### src/rtl/prefix_channel_queue_if.sv
// ---------------------------------------------------------------------------
// prefix_channel_queue_if
//
// Valid/ready channel bundle for prefix_channel_queue. Carries both the
// upstream (in_*) and downstream (out_*) handshakes of the queue, so one
// instance describes everything that flows through the block.
//
// Parameters:
//   DATA_W     width of one data lane
//   NUM_LANES  lanes per beat; a beat is DATA_W*NUM_LANES bits, and lane i
//              occupies bits [i*DATA_W +: DATA_W]
//
// Modports:
//   master  the stimulus / consumer side (drives in_valid, in_bits_data,
//           out_ready)
//   slave   the queue itself (drives in_ready, out_valid, out_bits_data)
// ---------------------------------------------------------------------------
interface prefix_channel_queue_if #(
  parameter int DATA_W    = 8,
  parameter int NUM_LANES = 3
);

  localparam int BEAT_W = DATA_W * NUM_LANES;

  logic              in_valid;
  logic              in_ready;
  logic [BEAT_W-1:0] in_bits_data;

  logic              out_valid;
  logic              out_ready;
  logic [BEAT_W-1:0] out_bits_data;

  modport master (
    output in_valid,
    output in_bits_data,
    output out_ready,
    input  in_ready,
    input  out_valid,
    input  out_bits_data
  );

  modport slave (
    input  in_valid,
    input  in_bits_data,
    input  out_ready,
    output in_ready,
    output out_valid,
    output out_bits_data
  );

endinterface : prefix_channel_queue_if

### src/rtl/prefix_channel_queue.sv
// ---------------------------------------------------------------------------
// prefix_channel_queue
//
// Buffering receiver for a multi-lane valid/ready channel. Beats of
// NUM_LANES lanes (DATA_W bits each) are written into a DEPTH-entry FIFO
// and re-presented on the downstream side of the same channel bundle.
// Upstream acceptance can be throttled by a 4-bit stall mask that is
// indexed by a free-running 2-bit phase counter.
//
// Ports:
//   clock          posedge clock for all state
//   reset          synchronous, active-high; clears pointers, occupancy,
//                  counters and phase (storage contents are left as-is)
//   stall_pattern  stall_pattern[phase] = 1 blocks acceptance this cycle
//   chan           channel bundle (slave side):
//                    in_valid / in_ready / in_bits_data     upstream beat
//                    out_valid / out_ready / out_bits_data  head entry
//   lane_sum       unsigned sum of the lanes of out_bits_data
//   occupancy      number of stored entries, 0..DEPTH
//   accept_count   number of accepted beats, wraps modulo 2^CNT_W
//
// Behaviour summary:
//   - in_ready depends only on registered state and stall_pattern; a full
//     queue never accepts, even when the head is leaving the same cycle.
//   - No bypass: a beat written into an empty queue is visible on out_*
//     one cycle later.
//   - While empty, out_bits_data and lane_sum are driven to zero.
// ---------------------------------------------------------------------------
module prefix_channel_queue #(
  parameter  int DATA_W    = 8,
  parameter  int NUM_LANES = 3,
  parameter  int DEPTH     = 4,
  parameter  int CNT_W     = 32,
  localparam int BEAT_W    = DATA_W * NUM_LANES,
  localparam int OCC_W     = $clog2(DEPTH + 1),
  localparam int SUM_W     = DATA_W + $clog2(NUM_LANES)
) (
  input  logic                 clock,
  input  logic                 reset,
  input  logic [3:0]           stall_pattern,
  prefix_channel_queue_if.slave chan,
  output logic [SUM_W-1:0]     lane_sum,
  output logic [OCC_W-1:0]     occupancy,
  output logic [CNT_W-1:0]     accept_count
);

  localparam int PTR_W = $clog2(DEPTH);

  // -------------------------------------------------------------------------
  // State
  // -------------------------------------------------------------------------
  logic [BEAT_W-1:0] mem [DEPTH];
  logic [PTR_W-1:0]  wr_ptr;
  logic [PTR_W-1:0]  rd_ptr;
  logic [1:0]        phase;

  logic              full;
  logic              empty;
  logic              enq;
  logic              deq;
  logic [BEAT_W-1:0] head;

  // -------------------------------------------------------------------------
  // Handshake decode
  // -------------------------------------------------------------------------
  assign full  = (occupancy == OCC_W'(DEPTH));
  assign empty = (occupancy == '0);

  // Acceptance is decided from registered state only, so in_ready never
  // forms a combinational path from in_valid or out_ready.
  assign chan.in_ready  = !full && !stall_pattern[phase];
  assign chan.out_valid = !empty;

  assign enq = chan.in_valid  && chan.in_ready;
  assign deq = chan.out_valid && chan.out_ready;

  // -------------------------------------------------------------------------
  // Control registers: pointers, occupancy, accept counter, phase
  // -------------------------------------------------------------------------
  // NOTE: sequential state is written with non-blocking assignments so every
  // register samples the pre-edge values of its neighbours.
  always_ff @(posedge clock) begin
    if (reset) begin
      wr_ptr       <= '0;
      rd_ptr       <= '0;
      occupancy    <= '0;
      accept_count <= '0;
      phase        <= '0;
    end else begin
      phase <= phase + 2'd1;

      if (enq) begin
        wr_ptr       <= wr_ptr + PTR_W'(1);
        accept_count <= accept_count + CNT_W'(1);
      end

      if (deq) begin
        rd_ptr <= rd_ptr + PTR_W'(1);
      end

      // Simultaneous enqueue and dequeue leaves the count unchanged.
      unique case ({enq, deq})
        2'b10:   occupancy <= occupancy + OCC_W'(1);
        2'b01:   occupancy <= occupancy - OCC_W'(1);
        default: occupancy <= occupancy;
      endcase
    end
  end

  // -------------------------------------------------------------------------
  // Storage
  // -------------------------------------------------------------------------
  // NOTE: the entry array has no reset; stale contents are never observable
  // because out_* is masked whenever the queue is empty, and leaving it
  // unreset lets it map onto plain flops or RAM.
  always_ff @(posedge clock) begin
    if (enq && !reset) begin
      mem[wr_ptr] <= chan.in_bits_data;
    end
  end

  // -------------------------------------------------------------------------
  // Head presentation and lane checksum
  // -------------------------------------------------------------------------
  assign head               = empty ? '0 : mem[rd_ptr];
  assign chan.out_bits_data = head;

  // NOTE: combinational blocks use blocking assignments and give every
  // output a value before any conditional logic, so no latch is inferred.
  always_comb begin
    lane_sum = '0;
    for (int i = 0; i < NUM_LANES; i++) begin
      // Lanes are zero-extended to SUM_W first, so the sum cannot overflow.
      lane_sum = lane_sum + SUM_W'(head[i*DATA_W +: DATA_W]);
    end
  end

endmodule : prefix_channel_queue

### src/flat_wrapper.sv
// flat-port wrapper written by rule: the top's interface ports become plain ports
module prefix_channel_queue_flat 
#(
  parameter  int DATA_W    = 8,
  parameter  int NUM_LANES = 3,
  parameter  int DEPTH     = 4,
  parameter  int CNT_W     = 32,
  localparam int BEAT_W    = DATA_W * NUM_LANES,
  localparam int OCC_W     = $clog2(DEPTH + 1),
  localparam int SUM_W     = DATA_W + $clog2(NUM_LANES)
)
  (clock, reset, stall_pattern, lane_sum, occupancy, accept_count, chan_in_valid, chan_in_bits_data, chan_out_ready, chan_in_ready, chan_out_valid, chan_out_bits_data);
  prefix_channel_queue_if #(.DATA_W(DATA_W), .NUM_LANES(NUM_LANES)) chan_i ();
  input  logic clock;
  input  logic reset;
  input  logic [3:0] stall_pattern;
  output logic [SUM_W-1:0] lane_sum;
  output logic [OCC_W-1:0] occupancy;
  output logic [CNT_W-1:0] accept_count;
  input wire logic [$bits(chan_i.in_valid)-1:0] chan_in_valid;
  input wire logic [$bits(chan_i.in_bits_data)-1:0] chan_in_bits_data;
  input wire logic [$bits(chan_i.out_ready)-1:0] chan_out_ready;
  output wire logic [$bits(chan_i.in_ready)-1:0] chan_in_ready;
  output wire logic [$bits(chan_i.out_valid)-1:0] chan_out_valid;
  output wire logic [$bits(chan_i.out_bits_data)-1:0] chan_out_bits_data;
  assign chan_i.in_valid = chan_in_valid;
  assign chan_i.in_bits_data = chan_in_bits_data;
  assign chan_i.out_ready = chan_out_ready;
  assign chan_in_ready = chan_i.in_ready;
  assign chan_out_valid = chan_i.out_valid;
  assign chan_out_bits_data = chan_i.out_bits_data;
  prefix_channel_queue #(.DATA_W(DATA_W), .NUM_LANES(NUM_LANES), .DEPTH(DEPTH), .CNT_W(CNT_W)) u_core (.clock(clock), .reset(reset), .stall_pattern(stall_pattern), .chan(chan_i), .lane_sum(lane_sum), .occupancy(occupancy), .accept_count(accept_count));
endmodule
### config.mk
export PLATFORM = sky130hd
export DESIGN_NAME = prefix_channel_queue_flat
export DESIGN_NICKNAME = d
export VERILOG_FILES = /design/src/rtl/prefix_channel_queue_if.sv /design/src/rtl/prefix_channel_queue.sv /design/src/flat_wrapper.sv
export SDC_FILE = /design/constraint.sdc
export NUM_CORES = 1
export LEC_CHECK = 0
export ABC_AREA = 1
export CORE_MARGIN = 2
export CORE_UTILIZATION = 35
export DETAILED_ROUTE_END_ITERATION = 8
export GPL_TIMING_DRIVEN = 0
export PLACE_DENSITY_LB_ADDON = 0.05
export RECOVER_POWER = 25
export SLEW_MARGIN = 20
export SYNTH_ARGS = -nofsm -noshare
export SYNTH_HDL_FRONTEND = slang
export SYNTH_SLANG_ARGS = --single-unit
### constraint.sdc
create_clock -name clock -period 6.6 [get_ports clock]
set_input_delay 0.99 -clock clock [delete_from_list [all_inputs] [get_ports clock]]
set_output_delay 0.99 -clock clock [all_outputs]
set_load 0.1 [all_outputs]
; Yosys cells after proc, flatten, opt, wreduce, memory -nomap -nowiden
; Memories as Yosys holds them, arrays and structs flattened. A register that Yosys moved wholly into a read port is not among the register bits.
; Index checks and enable logic that the tools add are counted.
[word_totals]
ff_bits = 41
output_inout_bits = 71
mem_bits_rw = 96
wordCells = 36
memories = 1
[op_classes]
n_reduce_logical = 10
eq_ne = 3
muxes = 8
n_addsub = 8
n_lt_le_gt_ge = 1
[mem_list]
columns = memory, words, word_bits, rd, rd_clocked_by_memory_dff, wr, line
row1 = u_core.mem, 4, 24, 1, 1, 1, prefix_channel_queue.sv:52  ; logic [BEAT_W-1:0] mem [DEPTH];
[ops]
columns = op, count
row1 = adder 32 x 1 -> 32 bit (second input constant), 1
row2 = 2-to-1 mux 24 bit, 1
row3 = adder 10 x 8 -> 10 bit, 1
row4 = adder 8 x 8 -> 9 bit, 1
row5 = adder 2 x 1 -> 2 bit (second input constant), 3
row6 = one-hot mux 3 bit (2 select lines), 1
row7 = logical AND 1 bit, 4
row8 = logical NOT 1 bit, 4
row9 = 2-to-1 mux 2 bit, 2
row10 = adder 3 x 1 -> 3 bit (second input constant), 1
row11 = == test 3 bit (second input constant), 1
row12 = logical NOT 3 bit, 1
row13 = less-than comparator 2 x 3 -> 1 bit (second input constant), 1
row14 = 2-to-1 mux 1 bit, 3
row15 = subtractor 3 x 1 -> 3 bit (second input constant), 1
row16 = binary-select mux 1 bit (select 2 bit), 1
row17 = == test 2 x 1 -> 1 bit (second input constant), 1
row18 = == test 2 bit (second input constant), 1
row19 = nonzero test 2 bit, 1

; Logic depth before layout (Yosys ltp)
; Gate-level depths: netlist (run 1).
[depth]
depth_word = 8
mapped_depth = 19

; Worst setup path before layout (run 1)
; OpenSTA, ideal clock, no wires.
[synth_timing]
kind = flip-flop to output port
start = register u_core.occupancy[0]
end = output port lane_sum[6]
path_slack_ps = -520
required_time_ps = 5610
n_path_buf = 1
arrival_ps = 6130
path_stages_with_launch = 14
path_cell_list = dfxtp_1 nor3_2 clkbuf_1 a21oi_1 ha_1 a21oi_1 nand2_1 a21oi_1 xor2_1 ha_1 inv_1 o21bai_1 a31oi_1 xnor2_1
[synth_via]
elab_chain_cells = 4
[synth_lines]
columns = item, line
row1 = from (decl), prefix_channel_queue.sv:43  ; output logic [OCC_W-1:0] occupancy,
row2 = from (signal assigned), prefix_channel_queue.sv:103  ; 2'b10: occupancy <= occupancy + OCC_W'(1);
row3 = from (signal assigned), prefix_channel_queue.sv:104  ; 2'b01: occupancy <= occupancy - OCC_W'(1);
row4 = from (signal assigned), prefix_channel_queue.sv:105  ; default: occupancy <= occupancy;
row5 = logical NOT 3 bit, prefix_channel_queue.sv:67  ; assign empty = (occupancy == '0);
row6 = 2-to-1 mux 24 bit, prefix_channel_queue.sv:125  ; assign head = empty ? '0 : mem[rd_ptr];
row7 = via chan_out_bits_data[10], flat_wrapper.sv:25  ; output wire logic [$bits(chan_i.out_bits_data)-1:0] chan_out_bits_data;
row8 = adder 8 x 8 -> 9 bit, prefix_channel_queue.sv:134  ; lane_sum = lane_sum + SUM_W'(head[i*DATA_W +: DATA_W]);
row9 = adder 10 x 8 -> 10 bit, prefix_channel_queue.sv:134
row10 = to (decl), flat_wrapper.sv:17  ; output logic [SUM_W-1:0] lane_sum;
; The timed path passes the listed nets, and every way through them passes these cells.

; Final worst setup path (run 1)
[layout_timing]
start = register u_core.occupancy[0]
end = output port lane_sum[6]
[layout_via]
elab_chain_cells = 4
[layout_lines]
columns = item, line
row1 = logical NOT 3 bit (*), prefix_channel_queue.sv:67
row2 = 2-to-1 mux 24 bit (*), prefix_channel_queue.sv:125
row3 = adder 8 x 8 -> 9 bit, prefix_channel_queue.sv:134
row4 = adder 10 x 8 -> 10 bit (*), prefix_channel_queue.sv:134
; Every way passes the cells marked *; elsewhere a longest branch is shown, timed or not.

==> results.cfg, run 1 <==
[outcome]
status = finished, final reports clean

[logic_synthesis]
ys_ff_latch = 139
avgSynthCellArea_sq_um = 8.97
netlist_area_sq_um = 6720
syn_inst = 749
seq_area_frac_synth = 0.557
synth_largest_area_cell = edfxtp_1
netlist-cell-type-count = 31
syn_nets = 807
synth_area_leaders = edfxtp_1, dfxtp_1, nor2_1
synthArstFlopShare = 0
synth_top_area_frac = 0.429
ys.warnings.count = 0
synth_enable_flop_cells = 96
synth_ff_type = edfxtp_1

[grt]
antenna_found_initial = 1
grt_util_met2 = 0.310
overflow = 0
top_usage_layer = met2
track_usage = 0.180
grt_pass1_wl_mm = 27.9
grt_max_degree = 21
grt_pass1_vias = 5334
grt_use_met1 = 0.222
grt_use_met3 = 0.0390

[sta]
clock.fmax_mhz = 162
worst_pin_slew_ns = 0.994
maxSlewViolCount = 0
setup_viol = 0
maxSlewHeadroom = 0.335
fin_skew_ns = 0.00831
finalHoldViolCount = 0
final.setup.tns_ns = 0
min_period_ns = 6.19
rsz0062_at_grt = false
finalCritPeriodShare = 0.937

[die]
pin_count = 103
die_y_um = 143
core_sq_um = 18800
die_area_sq_um = 20300
die_w_um = 143
initial_utilization = 0.358
placementRows = 50

[clock_network]
clk_path_buf_depth = 2
worstSkewPairLatency_ns = 0.42
htreeDepth = 4
cts_setup_buffers = 0
cts_hold_buf = 0
path_clk_slew_ns = 0.06
cts_num_sinks = 139
cts_buffers = 17
cts_tree = done
clock-root-buffer = clkbuf_16

[final_layout]
drive_gt1_frac = 0.0891
antenna_cells = 0
final_common_cell = nor2_1
area_growth_pct = 31.3
nNetsFinal = 932
stdcell_area_sq_um = 8830
layout_common_cells = nor2_1, nand2_1, edfxtp_1

[worst_setup_path]
path_max_fanout = 10
criticalPathCategory = reg2out
arrival_ns = 5.20
cp.required_ns = 5.61
cp-end-kind = primary output
startpoint = u_core.occupancy[0]$_SDFFE_PP0P_
r2r_start = u_core.occupancy[0]$_SDFFE_PP0P_
worstSetupStartpointType = flip-flop

[detailed_routing]
drtIter0Drc = 288
drtAntennaViolNets = 0
via_count = 5552
wire_per_inst_um = 16.0
drc = 0
drt_wl_total_mm = 17.9
firstDrtPassIters = 6
viasPerCell = 4.95

[flow_run]
timing.max_cap.violations = 0

[place]
place.detailed.hpwl_mm = 12.9
place_congestion = 0.915
dpl-instance-area_sq_um = 8240
port-buffer-count = 102

[hold_path]
holdCritStartpoint = u_core.phase[0]$_SDFF_PP0_
hp-class = reg2reg
-- metal layers --
layer	vias to the layer above	routed length (um)
met1	2638	8150
met5	-	13
met4	2	289
met2	131	8680
li1	2757	-
met3	24	806
-- stage by stage --
step	hold WS (ns)	utilization	instances	setup slack (ns)
final	0.468	0.470	1121	0.414
after global routing	0.487	0.470	1121	0.0119
after CTS	0.474	0.470	1121	0.203
after detailed placement	0.460	0.439	1089	0.686
after global placement	0.454	0.432	1085	0.670
after floorplan	0.437	-	749	0.152
-- flip-flops by register name (all words and copies together) (netlist names), named ones only --
register,flops
u_core.occupancy,3
u_core.rd_ptr,2
u_core.accept_count,32
u_core.mem,96
u_core.phase,2
u_core.wr_ptr,2
-- area by class of cell --
type	count	area, sq um
Buffer	25	134
Clock inverter	14	156
Fill cell	1760	9940
Timing Repair Buffer	106	1130
Multi-Input combinational cell	527	2720
Inverter	58	218
Clock buffer	18	429
Tap cell	234	293
Sequential cell	139	3740
-- logic make-up after synthesis --
logic type | count (synthesis) | synth area share
DFF | 139 | 0.557
adders and majority gates | 26 | 0.0518
xor gates and xnor gates | 17 | 0.0222
buffers and inverters | 83 | 0.0523
AOI/OAI and AO/OA | 132 | 0.0994
and+or+nand+nor | 352 | 0.217
-- worst max-delay path: stages, from the launching register on --
cell             delay [ns]
dfxtp_1                0.34
nor3_2                 0.60
clkbuf_1               0.68
a21oi_2                0.10
ha_1                   0.38
a21oi_1                0.16
nand2_1                0.12
a21oi_1                0.18
xor2_1                 0.18
ha_1                   0.29
inv_1                  0.12
o21bai_1               0.09
a31oi_1                0.24
xnor2_2                0.14
clkdlybuf4s50_1        1.15
-- Yosys cell counts (9+ instances only) --
| library cell | count |
|---|---|
| nor2_1 | 174 |
| inv_1 | 55 |
| nor3_1 | 9 |
| dfxtp_1 | 43 |
| edfxtp_1 | 96 |
| nand2_1 | 117 |
| xor2_1 | 14 |
| ha_1 | 23 |
| a21oi_1 | 68 |
| o21ai_0 | 59 |
| clkbuf_1 | 14 |
| nand3_1 | 35 |
-- repair_timing --
action	4_1_cts	5_1_grt
endpoints found under the hold margin	0	0
resized for setup	0	3
endpoints found under the setup margin	0	3
-- final timing paths --
path,endpoint,slack (ns),depth (start not counted)
hold reg to reg,u_core.phase[0]$_SDFF_PP0_,0.47,1
setup / recovery,lane_sum[6],0.41,14
setup reg to reg,u_core.occupancy[2]$_SDFFE_PP0P_,4.28,11
hold / removal,u_core.phase[0]$_SDFF_PP0_,0.47,1
Power of run 1 is left out: the tool's default activity adds up to more than one toggle a clock period on the data nets, which glitch-free logic cannot reach.
==> run 2, diff against run 1 <==
- CORE_UTILIZATION: 35 -> 30
==> results.cfg, run 2 (synthesis gave the netlist of run 1 again) <==
[clock_network]
clock-root-buffer = clkbuf_16
cts_setup_buffers = 0
cts_num_sinks = 139
cts_buffers = 17
path_clk_slew_ns = 0.06
clk_path_buf_depth = 2
worstSkewPairLatency_ns = 0.42
cts_tree = done
htreeDepth = 4

[sta]
setup_viol = 0
finalCritPeriodShare = 0.941
maxSlewViolCount = 0
clock.fmax_mhz = 161
worst_pin_slew_ns = 0.986
maxSlewHeadroom = 0.341
fin_skew_ns = 0.0132
finalHoldViolCount = 0
min_period_ns = 6.21
final.setup.tns_ns = 0
rsz0062_at_grt = false

[die]
core_sq_um = 21900
placementRows = 54
die_y_um = 154
die_area_sq_um = 23600
die_w_um = 154
pin_count = 103
initial_utilization = 0.307

[final_layout]
largestRegisters = u_core.mem x96, u_core.accept_count x32, u_core.occupancy x3
fillers = 2186
drive_gt1_frac = 0.0857
area_growth_pct = 33.7
nNetsFinal = 932
largest_register_ffs = 96
top_register = u_core.mem
final_common_cell = nor2_1
layout_common_cells = nor2_1, nand2_1, edfxtp_1
final_core_util = 0.411
antenna_cells = 0

[detailed_routing]
viasPerCell = 4.68
via_count = 5462
firstDrtPassIters = 4
drtAntennaViolNets = 0
drtIter0Drc = 239
drc = 0
wire_per_inst_um = 15.9
drt_wl_total_mm = 18.6

[place]
place_congestion = 0.900
place.detailed.hpwl_mm = 13.7
port-buffer-count = 102

[worst_setup_path]
arrival_ns = 5.22
crit_family = buffers and inverters
cp_cell_sequence = nor3_2 -> clkbuf_1 -> a21oi_2 -> ha_1 -> a21oi_1 -> nand2_1 -> a21oi_1 -> xor2_1 -> ha_1 -> inv_1 -> o21bai_1 -> a31oi_1 -> xnor2_2 -> clkdlybuf4s50_1
cp.required_ns = 5.61
slowest_stage = clkdlybuf4s50_1
cp-end-kind = primary output
critPathMaxStageDelay_ns = 1.14
path_max_fanout = 10
path_buf_inv = 3
worstSetupStartpointType = flip-flop
criticalPathCategory = reg2out

[flow_run]
timing.max_cap.violations = 0

[grt]
track_usage = 0.162
antenna_found_initial = 3
overflow = 0
grt_pass1_vias = 5536
grt_pass1_wl_mm = 29.7
grt_max_degree = 17

[hold_path]
hp-class = reg2reg

[outcome]
status = finished, final reports clean
-- run 2: metrics by stage --
| stage | instance area [sq um] | instances | setup slack (ns) | hold WS [ns] |
|---|---|---|---|---|
| floorplan | 6790 | 749 | 0.152 | 0.437 |
| global placement | 8160 | 1131 | 0.679 | 0.451 |
| detailed placement | 8300 | 1135 | 0.665 | 0.459 |
| CTS | 8980 | 1167 | 0.200 | 0.474 |
| global route | 8990 | 1167 | 0.0543 | 0.513 |
| finish | 8990 | 1167 | 0.389 | 0.473 |
-- run 2: metal layers --
layer | GRT usage | part of all wire | up-vias | routed length, um
li1 | - | - | 2752 | -
met1 | 0.208 | 0.46 | 2546 | 8560
met3 | 0.0389 | 0.045 | 26 | 833
met5 | 0 | 0.0022 | - | 41
met4 | 0.0546 | 0.015 | 6 | 280
met2 | 0.269 | 0.48 | 132 | 8870
-- run 2: area by class of cell --
type / instances / area [sq um] / area share
Buffer: 25 / 134 / 0.0149
Clock buffer: 20 / 437 / 0.0486
Clock inverter: 12 / 245 / 0.0273
Inverter: 58 / 218 / 0.0242
Multi-Input combinational cell: 527 / 2720 / 0.303
Sequential cell: 139 / 3740 / 0.416
Tap cell: 280 / 350 / 0.0390
Timing Repair Buffer: 106 / 1140 / 0.127
-- run 2: path summary, 6_finish.rpt --
check / end / start / cells after the start / slack, ns
min reg2reg: u_core.phase[0]$_SDFF_PP0_ / u_core.phase[0]$_SDFF_PP0_ / 1 / 0.47
max: lane_sum[6] / u_core.occupancy[0]$_SDFFE_PP0P_ / 14 / 0.39
min: u_core.phase[0]$_SDFF_PP0_ / u_core.phase[0]$_SDFF_PP0_ / 1 / 0.47
max reg2reg: u_core.occupancy[2]$_SDFFE_PP0P_ / u_core.occupancy[0]$_SDFFE_PP0P_ / 11 / 4.24
-- run 2: worst register-to-register path: stages (launching register included) --
cell,delay [ns]
dfxtp_1,0.35
inv_1,0.11
nand3_1,0.17
nand3_2,0.26
buf_2,0.28
ha_1,0.17
inv_1,0.07
fa_1,0.38
a21oi_1,0.14
o21ai_0,0.11
o21ai_0,0.16
a21oi_1,0.06
-- run 2: timing repair --
item / CTS / global route
endpoints found under the setup margin: 0 / 3
hold buffers: 0 / 0
resized for setup: 0 / 3
Power of run 2 is left out for the same reason.
==> run 3, diff against run 2 <==
- HOLD_SLACK_MARGIN: unset -> 0.12
- clock period: 6.6 -> 7.2 ns (I/O delays scaled with it)
==> results.cfg, run 3 (synthesis gave the netlist of run 1 again) <==
[die]
die_w_um = 154
placementRows = 54
initial_utilization = 0.307
die_area_sq_um = 23600
pin_count = 103
core_sq_um = 21900
die_y_um = 154

[clock_network]
cts_hold_buf = 0
cts_setup_buffers = 0
cts.repair.resized = 0
path_clk_slew_ns = 0.06
clk_path_buf_depth = 2
cts_buffers = 17
cts_num_sinks = 139
clock-root-buffer = clkbuf_16
htreeDepth = 4
worstSkewPairLatency_ns = 0.42
cts_tree = done

[detailed_routing]
drc = 0
via_count = 5507
drt_wl_total_mm = 19.1
drtAntennaViolNets = 0
wire_per_inst_um = 16.4
firstDrtPassIters = 5
viasPerCell = 4.72
drtIter0Drc = 267

[worst_setup_path]
cp-end-kind = primary output
path_buf_inv = 3
worstSetupStartpointType = flip-flop
cp.required_ns = 6.12
path_max_fanout = 10
reg2reg_slack_ns = 4.78
r2r_start = u_core.occupancy[0]$_SDFFE_PP0P_
slowest_stage = clkdlybuf4s50_1
criticalPathCategory = reg2out
r2r_cells = 11
r2r_end = u_core.occupancy[2]$_SDFFE_PP0P_
critPathMaxStageDelay_ns = 1.15
cp_cell_sequence = nor3_2 -> clkbuf_1 -> a21oi_1 -> ha_1 -> fa_1 -> nand3_1 -> nand2_1 -> a21oi_1 -> xor2_1 -> ha_1 -> nand2_1 -> inv_1 -> nand4_1 -> nand3_1 -> xor2_1 -> clkdlybuf4s50_1
crit_family = buffers and inverters
arrival_ns = 5.37

[hold_path]
holdPathEnd = u_core.phase[0]$_SDFF_PP0_
holdCritStartpoint = u_core.phase[0]$_SDFF_PP0_
hp-class = reg2reg
holdPathStages = 1

[grt]
overflow = 0
antenna_found_initial = 1
grt_pass1_wl_mm = 30.5
grt_max_degree = 18
grt_pass1_vias = 5639
track_usage = 0.166

[final_layout]
nNetsFinal = 932
layout_common_cells = nor2_1, nand2_1, edfxtp_1
largestRegisters = u_core.mem x96, u_core.accept_count x32, u_core.occupancy x3
area_growth_pct = 30.8
drive_gt1_frac = 0.0710
final_common_cell = nor2_1
largest_register_ffs = 96
antenna_cells = 0
top_register = u_core.mem
fillers = 2204

[sta]
maxSlewViolCount = 0
rsz0062_at_grt = false
worst_pin_slew_ns = 0.990
clock.fmax_mhz = 155
finalCritPeriodShare = 0.896
maxSlewHeadroom = 0.338
final.setup.tns_ns = 0
fin_skew_ns = 0.0114
min_period_ns = 6.45
setup_viol = 0
finalHoldViolCount = 0

[flow_run]
timing.max_cap.violations = 0

[place]
place_congestion = 0.893
place.detailed.hpwl_mm = 13.7
port-buffer-count = 102

[outcome]
status = finished, final reports clean
[run 3: cell types whose count changed in the layout (fill, tap and decap cells not counted)]
cell | previous run | this run
a21oi_1 | 52 | 68
a21oi_2 | 16 | 0
bufinv_16 | 7 | 1
clkbuf_1 | 17 | 15
clkdlybuf4s50_1 | 79 | 83
clkinv_1 | 2 | 1
clkinv_2 | 1 | 2
clkinv_4 | 2 | 0
clkinvlp_2 | 0 | 1
clkinvlp_4 | 0 | 8
dlygate4sd3_1 | 20 | 19
dlymetal6s2s_1 | 3 | 0
inv_6 | 1 | 2
[run 3: how the worst max path moves through the flow]
stage | to | cells past startpoint | slack (ns) | from
finish | lane_sum[8] | 16 | 0.75 | u_core.occupancy[0]$_SDFFE_PP0P_
floorplan | lane_sum[8] | 14 | 0.05 | u_core.occupancy[0]$_SDFFE_PP0P_
global route | lane_sum[7] | 16 | 0.44 | u_core.occupancy[0]$_SDFFE_PP0P_
global placement | lane_sum[8] | 16 | 1.21 | u_core.occupancy[0]$_SDFFE_PP0P_
CTS | lane_sum[8] | 16 | 0.66 | u_core.occupancy[0]$_SDFFE_PP0P_
detailed placement | lane_sum[8] | 16 | 1.13 | u_core.occupancy[0]$_SDFFE_PP0P_
[run 3: through the flow]
step	util	instances	hold slack, ns	area (sq um)	worst slack, ns
floorplan	-	749	0.437	6730	0.0478
global placement	0.370	1131	0.451	8100	1.21
detailed placement	0.376	1135	0.462	8240	1.13
CTS	0.402	1167	0.472	8790	0.659
global route	0.402	1167	0.483	8790	0.443
finish	0.402	1167	0.473	8790	0.749
[run 3: final cells by class]
cell class              instances  area, sq um  area share
well taps                     280          350      0.0398
plain buffers                  25          134      0.0152
inverters                      58          218      0.0248
clock inverters                14          123      0.0139
clock buffers                  18          429      0.0488
flip-flops and latches        139         3740       0.426
multi-input cells             527         2660       0.303
repair buffers                106         1130       0.129
[run 3: metal layers]
| layer | wire length, um | share of wire | global-route usage | up-vias |
|---|---|---|---|---|
| met4 | 286 | 0.015 | 0.0542 | 2 |
| met5 | 13 | 0.00068 | 0 | - |
| met2 | 9350 | 0.49 | 0.283 | 137 |
| met3 | 898 | 0.047 | 0.0375 | 20 |
| met1 | 8560 | 0.45 | 0.208 | 2594 |
| li1 | - | - | - | 2754 |
Power of run 3 is left out for the same reason.
